$ cat config.mk
export PLATFORM = sky130hd
export DESIGN_NAME = mem_ref_ctrl_flat
export DESIGN_NICKNAME = d
export VERILOG_FILES = /design/src/rtl/mem_ref_ctrl_if.sv /design/src/rtl/mem_ref_ctrl.sv /design/src/flat_wrapper.sv
export SDC_FILE = /design/constraint.sdc
export NUM_CORES = 1
export LEC_CHECK = 0
export CORE_MARGIN = 2
export CORE_UTILIZATION = 24
export DETAILED_ROUTE_END_ITERATION = 10
export PLACE_DENSITY = 0.85
export SLEW_MARGIN = 20
export SYNTH_ARGS = -nofsm -noshare
export SYNTH_HDL_FRONTEND = slang
export SYNTH_SLANG_ARGS = --single-unit
$ cat constraint.sdc
create_clock -name clk -period 2.7 [get_ports clk]
set_clock_uncertainty 0.1 [all_clocks]
set_input_delay 0.405 -clock clk [delete_from_list [all_inputs] [get_ports clk]]
set_output_delay 0.405 -clock clk [all_outputs]
set_load 0.01 [all_outputs]
$ cat src/rtl/mem_ref_ctrl_if.sv
// Control bus of the multi-cycle memory-reference controller.
// The controller side uses modport master: it receives the instruction word
// and flags and drives every datapath strobe and select.
// The datapath (or a testbench) uses modport slave.
interface mem_ref_ctrl_if;
    logic [31:0] I;
    logic [3:0]  NZCV;
    logic        Write_PC;
    logic        Write_IR;
    logic        Write_Reg;
    logic        LA;
    logic        LB;
    logic        LC;
    logic        LF;
    logic        S;
    logic [3:0]  ALU_OP;
    logic [1:0]  PC_s;
    logic [1:0]  W_Rdata_s;
    logic        rd_s;
    logic        ALU_A_s;
    logic        ALU_B_s;
    logic        Reg_C_s;
    logic        Mem_Write;
    logic        Mem_W_s;
    logic [3:0]  state;

    modport master (
        input  I, NZCV,
        output Write_PC, Write_IR, Write_Reg, LA, LB, LC, LF, S, ALU_OP,
               PC_s, W_Rdata_s, rd_s, ALU_A_s, ALU_B_s, Reg_C_s,
               Mem_Write, Mem_W_s, state
    );

    modport slave (
        output I, NZCV,
        input  Write_PC, Write_IR, Write_Reg, LA, LB, LC, LF, S, ALU_OP,
               PC_s, W_Rdata_s, rd_s, ALU_A_s, ALU_B_s, Reg_C_s,
               Mem_Write, Mem_W_s, state
    );
endinterface

$ cat src/rtl/mem_ref_ctrl.sv
// mem_ref_ctrl: multi-cycle control FSM for an ARM-like datapath covering
// data processing, LDR/STR with immediate offset, and B/BL.
// Optional feature macro: COND_EXEC_EN -- when defined, DECODE checks the
// instruction condition field I[31:28] against NZCV; when undefined, every
// instruction executes and I[31:28]/NZCV are ignored.
// All outputs are combinational decodes of the state register and I; the
// strobes are forced low while Rst is high so no partial write can complete.
module mem_ref_ctrl (
    input  logic           clk,
    input  logic           Rst,
    mem_ref_ctrl_if.master bus
);

    typedef enum logic [3:0] {
        ST_FETCH  = 4'd0,
        ST_DECODE = 4'd1,
        ST_EXEC   = 4'd2,
        ST_WB_DP  = 4'd3,
        ST_ADDR   = 4'd4,
        ST_MEM_RD = 4'd5,
        ST_WB_LD  = 4'd6,
        ST_MEM_WR = 4'd7,
        ST_BRANCH = 4'd8
    } state_t;

    state_t      state_q;
    state_t      state_d;
    logic        cond_ok_s;

    logic        write_pc_s;
    logic        write_ir_s;
    logic        write_reg_s;
    logic        la_s;
    logic        lb_s;
    logic        lc_s;
    logic        lf_s;
    logic        s_s;
    logic [3:0]  alu_op_s;
    logic [1:0]  pc_sel_s;
    logic [1:0]  w_rdata_sel_s;
    logic        rd_sel_s;
    logic        alu_a_sel_s;
    logic        alu_b_sel_s;
    logic        reg_c_sel_s;
    logic        mem_write_s;
    logic        mem_w_sel_s;
    logic        unused_ok_s;

`ifdef COND_EXEC_EN
    // ARM condition table; the reserved code 1111 never executes
    function automatic logic cond_pass(input logic [3:0] cond, input logic [3:0] f);
        logic n;
        logic z;
        logic c;
        logic v;
        logic r;
        n = f[3];
        z = f[2];
        c = f[1];
        v = f[0];
        case (cond)
            4'h0:    r = z;
            4'h1:    r = ~z;
            4'h2:    r = c;
            4'h3:    r = ~c;
            4'h4:    r = n;
            4'h5:    r = ~n;
            4'h6:    r = v;
            4'h7:    r = ~v;
            4'h8:    r = c & ~z;
            4'h9:    r = ~c | z;
            4'hA:    r = (n == v);
            4'hB:    r = (n != v);
            4'hC:    r = ~z & (n == v);
            4'hD:    r = z | (n != v);
            4'hE:    r = 1'b1;
            default: r = 1'b0;
        endcase
        return r;
    endfunction

    assign cond_ok_s   = cond_pass(bus.I[31:28], bus.NZCV);
    assign unused_ok_s = &{1'b0, bus.I[19:0]};
`else
    assign cond_ok_s   = 1'b1;
    assign unused_ok_s = &{1'b0, bus.I[31:28], bus.I[19:0], bus.NZCV};
`endif

    // State register; reset returns to FETCH immediately, independent of clk
    always_ff @(posedge clk or posedge Rst) begin
        if (Rst) begin
            state_q <= ST_FETCH;
        end else begin
            state_q <= state_d;
        end
    end

    // Next-state and per-state output decode; everything defaults to 0
    always_comb begin
        state_d       = ST_FETCH;
        write_pc_s    = 1'b0;
        write_ir_s    = 1'b0;
        write_reg_s   = 1'b0;
        la_s          = 1'b0;
        lb_s          = 1'b0;
        lc_s          = 1'b0;
        lf_s          = 1'b0;
        s_s           = 1'b0;
        alu_op_s      = 4'b0000;
        pc_sel_s      = 2'b00;
        w_rdata_sel_s = 2'b00;
        rd_sel_s      = 1'b0;
        alu_a_sel_s   = 1'b0;
        alu_b_sel_s   = 1'b0;
        reg_c_sel_s   = 1'b0;
        mem_write_s   = 1'b0;
        mem_w_sel_s   = 1'b0;

        case (state_q)
            ST_FETCH: begin
                write_ir_s = 1'b1;
                write_pc_s = 1'b1;
                pc_sel_s   = 2'b00;
                state_d    = ST_DECODE;
            end
            ST_DECODE: begin
                la_s = 1'b1;
                lb_s = 1'b1;
                lc_s = 1'b1;
                // Stores read Rd on port C as the data to write
                if (bus.I[27:26] == 2'b01) begin
                    reg_c_sel_s = 1'b1;
                end else begin
                    reg_c_sel_s = 1'b0;
                end
                if (!cond_ok_s) begin
                    state_d = ST_FETCH;
                end else if (bus.I[27:26] == 2'b00) begin
                    state_d = ST_EXEC;
                end else if (bus.I[27:26] == 2'b01) begin
                    state_d = ST_ADDR;
                end else if (bus.I[27:25] == 3'b101) begin
                    state_d = ST_BRANCH;
                end else begin
                    state_d = ST_FETCH;
                end
            end
            ST_EXEC: begin
                alu_op_s = bus.I[24:21];
                s_s      = bus.I[20];
                lf_s     = 1'b1;
                // TST/TEQ/CMP/CMN only update flags, no register writeback
                if (bus.I[24:23] == 2'b10) begin
                    state_d = ST_FETCH;
                end else begin
                    state_d = ST_WB_DP;
                end
            end
            ST_WB_DP: begin
                write_reg_s   = 1'b1;
                w_rdata_sel_s = 2'b00;
                rd_sel_s      = 1'b0;
                state_d       = ST_FETCH;
            end
            ST_ADDR: begin
                alu_b_sel_s = 1'b1;
                lf_s        = 1'b1;
                // U bit selects add or subtract of the 12-bit offset
                if (bus.I[23]) begin
                    alu_op_s = 4'b0100;
                end else begin
                    alu_op_s = 4'b0010;
                end
                if (bus.I[20]) begin
                    state_d = ST_MEM_RD;
                end else begin
                    state_d = ST_MEM_WR;
                end
            end
            ST_MEM_RD: begin
                mem_w_sel_s = 1'b1;
                state_d     = ST_WB_LD;
            end
            ST_WB_LD: begin
                write_reg_s   = 1'b1;
                w_rdata_sel_s = 2'b01;
                state_d       = ST_FETCH;
            end
            ST_MEM_WR: begin
                mem_write_s = 1'b1;
                mem_w_sel_s = 1'b1;
                state_d     = ST_FETCH;
            end
            ST_BRANCH: begin
                write_pc_s = 1'b1;
                pc_sel_s   = 2'b01;
                // BL additionally saves the return address into R14
                if (bus.I[24]) begin
                    write_reg_s   = 1'b1;
                    rd_sel_s      = 1'b1;
                    w_rdata_sel_s = 2'b10;
                end else begin
                    write_reg_s   = 1'b0;
                    rd_sel_s      = 1'b0;
                    w_rdata_sel_s = 2'b00;
                end
                state_d = ST_FETCH;
            end
            default: begin
                state_d = ST_FETCH;
            end
        endcase
    end

    // Strobes are gated by Rst so nothing fires while reset is held
    assign bus.Write_PC  = write_pc_s  & ~Rst;
    assign bus.Write_IR  = write_ir_s  & ~Rst;
    assign bus.Write_Reg = write_reg_s & ~Rst;
    assign bus.LA        = la_s        & ~Rst;
    assign bus.LB        = lb_s        & ~Rst;
    assign bus.LC        = lc_s        & ~Rst;
    assign bus.LF        = lf_s        & ~Rst;
    assign bus.S         = s_s         & ~Rst;
    assign bus.Mem_Write = mem_write_s & ~Rst;
    assign bus.ALU_OP    = alu_op_s;
    assign bus.PC_s      = pc_sel_s;
    assign bus.W_Rdata_s = w_rdata_sel_s;
    assign bus.rd_s      = rd_sel_s;
    assign bus.ALU_A_s   = alu_a_sel_s;
    assign bus.ALU_B_s   = alu_b_sel_s;
    assign bus.Reg_C_s   = reg_c_sel_s;
    assign bus.Mem_W_s   = mem_w_sel_s;
    assign bus.state     = state_q;

endmodule

$ cat src/flat_wrapper.sv
// flat-port wrapper written by rule: the top's interface ports become plain ports
module mem_ref_ctrl_flat 
  (clk, Rst, bus_I, bus_NZCV, bus_Write_PC, bus_Write_IR, bus_Write_Reg, bus_LA, bus_LB, bus_LC, bus_LF, bus_S, bus_ALU_OP, bus_PC_s, bus_W_Rdata_s, bus_rd_s, bus_ALU_A_s, bus_ALU_B_s, bus_Reg_C_s, bus_Mem_Write, bus_Mem_W_s, bus_state);
  mem_ref_ctrl_if bus_i ();
  input  logic clk;
  input  logic Rst;
  input wire logic [$bits(bus_i.I)-1:0] bus_I;
  input wire logic [$bits(bus_i.NZCV)-1:0] bus_NZCV;
  output wire logic [$bits(bus_i.Write_PC)-1:0] bus_Write_PC;
  output wire logic [$bits(bus_i.Write_IR)-1:0] bus_Write_IR;
  output wire logic [$bits(bus_i.Write_Reg)-1:0] bus_Write_Reg;
  output wire logic [$bits(bus_i.LA)-1:0] bus_LA;
  output wire logic [$bits(bus_i.LB)-1:0] bus_LB;
  output wire logic [$bits(bus_i.LC)-1:0] bus_LC;
  output wire logic [$bits(bus_i.LF)-1:0] bus_LF;
  output wire logic [$bits(bus_i.S)-1:0] bus_S;
  output wire logic [$bits(bus_i.ALU_OP)-1:0] bus_ALU_OP;
  output wire logic [$bits(bus_i.PC_s)-1:0] bus_PC_s;
  output wire logic [$bits(bus_i.W_Rdata_s)-1:0] bus_W_Rdata_s;
  output wire logic [$bits(bus_i.rd_s)-1:0] bus_rd_s;
  output wire logic [$bits(bus_i.ALU_A_s)-1:0] bus_ALU_A_s;
  output wire logic [$bits(bus_i.ALU_B_s)-1:0] bus_ALU_B_s;
  output wire logic [$bits(bus_i.Reg_C_s)-1:0] bus_Reg_C_s;
  output wire logic [$bits(bus_i.Mem_Write)-1:0] bus_Mem_Write;
  output wire logic [$bits(bus_i.Mem_W_s)-1:0] bus_Mem_W_s;
  output wire logic [$bits(bus_i.state)-1:0] bus_state;
  assign bus_i.I = bus_I;
  assign bus_i.NZCV = bus_NZCV;
  assign bus_Write_PC = bus_i.Write_PC;
  assign bus_Write_IR = bus_i.Write_IR;
  assign bus_Write_Reg = bus_i.Write_Reg;
  assign bus_LA = bus_i.LA;
  assign bus_LB = bus_i.LB;
  assign bus_LC = bus_i.LC;
  assign bus_LF = bus_i.LF;
  assign bus_S = bus_i.S;
  assign bus_ALU_OP = bus_i.ALU_OP;
  assign bus_PC_s = bus_i.PC_s;
  assign bus_W_Rdata_s = bus_i.W_Rdata_s;
  assign bus_rd_s = bus_i.rd_s;
  assign bus_ALU_A_s = bus_i.ALU_A_s;
  assign bus_ALU_B_s = bus_i.ALU_B_s;
  assign bus_Reg_C_s = bus_i.Reg_C_s;
  assign bus_Mem_Write = bus_i.Mem_Write;
  assign bus_Mem_W_s = bus_i.Mem_W_s;
  assign bus_state = bus_i.state;
  mem_ref_ctrl u_core (.clk(clk), .Rst(Rst), .bus(bus_i));
endmodule
==> results.cfg, run 1 <==
[drt]
drc = 0
wirelength_microns = 1210
drt_pass1_iterations = 2
via_per_inst = 4.76
ant_nets = 0
drtIter0Drc = 7
dr_total_vias = 490
post_drt_wl_per_cell_microns = 11.8

[synthesis]
netlist_area_sq_um = 420
syn_inst = 56
async_flop_share_pct = 100
synth_top_area_cell = dfrtp_1
synth-main-ff-cell = dfrtp_1
yosysMostFrequentCell = nor3_1
synth_edf_count = 0
synth_top_cells_by_count = nor3_1, and3_1, buf_4
ys_warn_count = 0
synth-seq-area-share_pct = 23.8
yosysTopAreaCellShare_pct = 23.8
synth_area_per_cell_sq_um = 7.51
synth_area_leaders = dfrtp_1, buf_4, and3_1
ys_ff_latch = 4
yosysUniqueCellTypes = 27

[global_routing]
grt_use_total_pct = 11.0
grt_pass1_wl_microns = 1730
grt_overflow = 0
grt_max_degree = 13
grt_pass1_vias = 413
antenna_found_initial = 0

[sta]
holdWs_ps = 376
fmax_mhz = 390
finalSetupTns_ps = 0
post-route-min-period_ps = 2560
maxSlewViolCount = 0
setup_ws_ps = 136
fin_crit_sh_pct = 95.0
hold_viol = 0
rsz0062_at_grt = no
finalSetupViolCount = 0

[cells_and_area]
design_area_sq_um = 758
fin_cells = 103
areaGrowthSynthToFinish_pct = 80.4
layout-drive-gt1-share_pct = 9.30
antenna_cells = 0
fillerInstances = 173
nNetsFinal = 126
largest_reg_flops = 4

[cts]
root_buffer = clkbuf_4
htreeDepth = 1
cts.clk_slew.worst_paths_ps = 40
clockBufferDepth = 2
clock_latency_ps = 230
cts_buffers = 3
cts_tree = built
numClockSinks = 4
postCtsSetupBuffers = 0

[setup_path]
path_cells = or4b_4, nor3b_1, clkdlybuf4s50_1
crit_required_ps = 2190
rr_worst_depth = 3
crit_type = register to output pin
endpoint_kind = output pin
cp_max_fo = 12
reg2reg_slack_ps = 1020
rr_startpoint = u_core.bus.state[2]
crit_slowest_cell = or4b_4
r2r-end = u_core.bus.state[1]
cp-start-kind = register
arrival_ps = 2060
slowest_delay_ps = 570

[flow_run]
cap_violations = 0

[power_and_ir_drop]
p_leak_nw = 0.320
peakVddDrop_mv = 0.333
power.density_nw_per_um2 = 848

[placed_design]
dp_hpwl_microns = 954
port_buffers = 33
place_ws_ps = 321
placed_area_sq_um = 728
dp_cells = 100
gp_congestion = 0.796

[floorplan]
row_count = 15
dieHeight_microns = 45.9
core_sq_um = 1690
initial_utilization_pct = 24.9
io_pins = 64
die-width_microns = 45.9
dieArea_sq_um = 2100

[hold_path]
hp-class = input pin to async pin

[status]
status = completed
==> cell families after synthesis <==
logic type / synth area share [%]
and+or+nand+nor: 47.6
buffers and inverters: 17.6
AOI/OAI and AO/OA: 8.04
DFF: 23.8
xor gates and xnor gates: 2.08
other: 0.892
==> where the power goes <==
| part | total (mW) | internal (mW) | switching [mW] |
|---|---|---|---|
| clock | 0.0710 | 0.0495 | 0.0214 |
| combinational | 0.436 | 0.250 | 0.186 |
| sequential | 0.136 | 0.0838 | 0.0523 |
==> critical path, delay by kind of cell (launching register included) <==
kind | cells | cell delay (ps)
AND/OR/NAND/NOR | 2 | 780
buffers and inverters | 1 | 560
flip-flops | 1 | 480
==> cells in the final DEF (no fill, tap or decap) <==
| cell type | count |
|---|---|
| nor3_1 | 6 |
| nand2b_1 | 2 |
| xor2_1 | 1 |
| or3_1 | 1 |
| nand2_1 | 2 |
| a21oi_1 | 1 |
| nor3b_1 | 2 |
| nor4_1 | 1 |
| o31a_1 | 1 |
| inv_1 | 3 |
| or4b_4 | 1 |
| buf_4 | 2 |
| clkdlybuf4s50_1 | 33 |
| o21ai_0 | 1 |
| clkbuf_4 | 3 |
| and2_1 | 4 |
| nor2b_1 | 2 |
| o311ai_1 | 1 |
| a31oi_1 | 1 |
| and3b_1 | 1 |
| dfrtp_2 | 1 |
| nor2_1 | 4 |
| nor4b_2 | 1 |
| conb_1 | 2 |
| dfrtp_1 | 3 |
| and3_1 | 5 |
| and2b_1 | 1 |
==> how the worst max path moves through the flow <==
stage	start	endpoint	slack, ps	cells after the start
global placement	u_core.bus.state[2]	bus_S	300	3
floorplan	u_core.bus.state[3]	bus_LB	740	4
CTS	u_core.bus.state[2]	bus_S	60	3
global route	u_core.bus.state[2]	bus_LB	60	3
finish	u_core.bus.state[2]	bus_Reg_C_s	140	3
detailed placement	u_core.bus.state[2]	bus_S	320	3
==> per-layer routing <==
layer | track usage [%] | routed length (microns) | vias to the layer above
met1 | 14.7 | 553 | 225
met5 | 0 | 0 | -
met3 | 3.57 | 63 | 0
met2 | 17.2 | 596 | 19
li1 | - | - | 246
met4 | 2.29 | 0 | 0
==> cell type report <==
class | instances | area (sq um) | area share (%)
multi-input combinational | 41 | 256 | 33.8
sequential | 4 | 101 | 13.4
timing repair buffer | 35 | 345 | 45.5
tap | 17 | 21.3 | 2.81
clock buffer | 3 | 22.5 | 2.97
inverter | 3 | 11.3 | 1.49
==> per-stage QoR <==
stage / total power, mW / utilization, %
after floorplan: 0.354 / -
after global placement: 0.551 / 43.1
after detailed placement: 0.566 / 43.1
after CTS: 0.640 / 44.4
after global routing: 0.694 / 44.9
final: 0.643 / 44.9
==> what timing repair did <==
item | in CTS | in global routing
hold buffers | 0 | 0
setup endpoints to repair | 0 | 3
resized for setup | 0 | 2
hold endpoints to repair | 0 | 0
Power figures use the tool's default switching activity.
==> inputs of run 2 (changes only) <==
Settings changed: SKIP_CTS_REPAIR_TIMING set to 1.
==> results of run 2 <==
The final DEF is identical to that of run 1; final timing and power are the same.
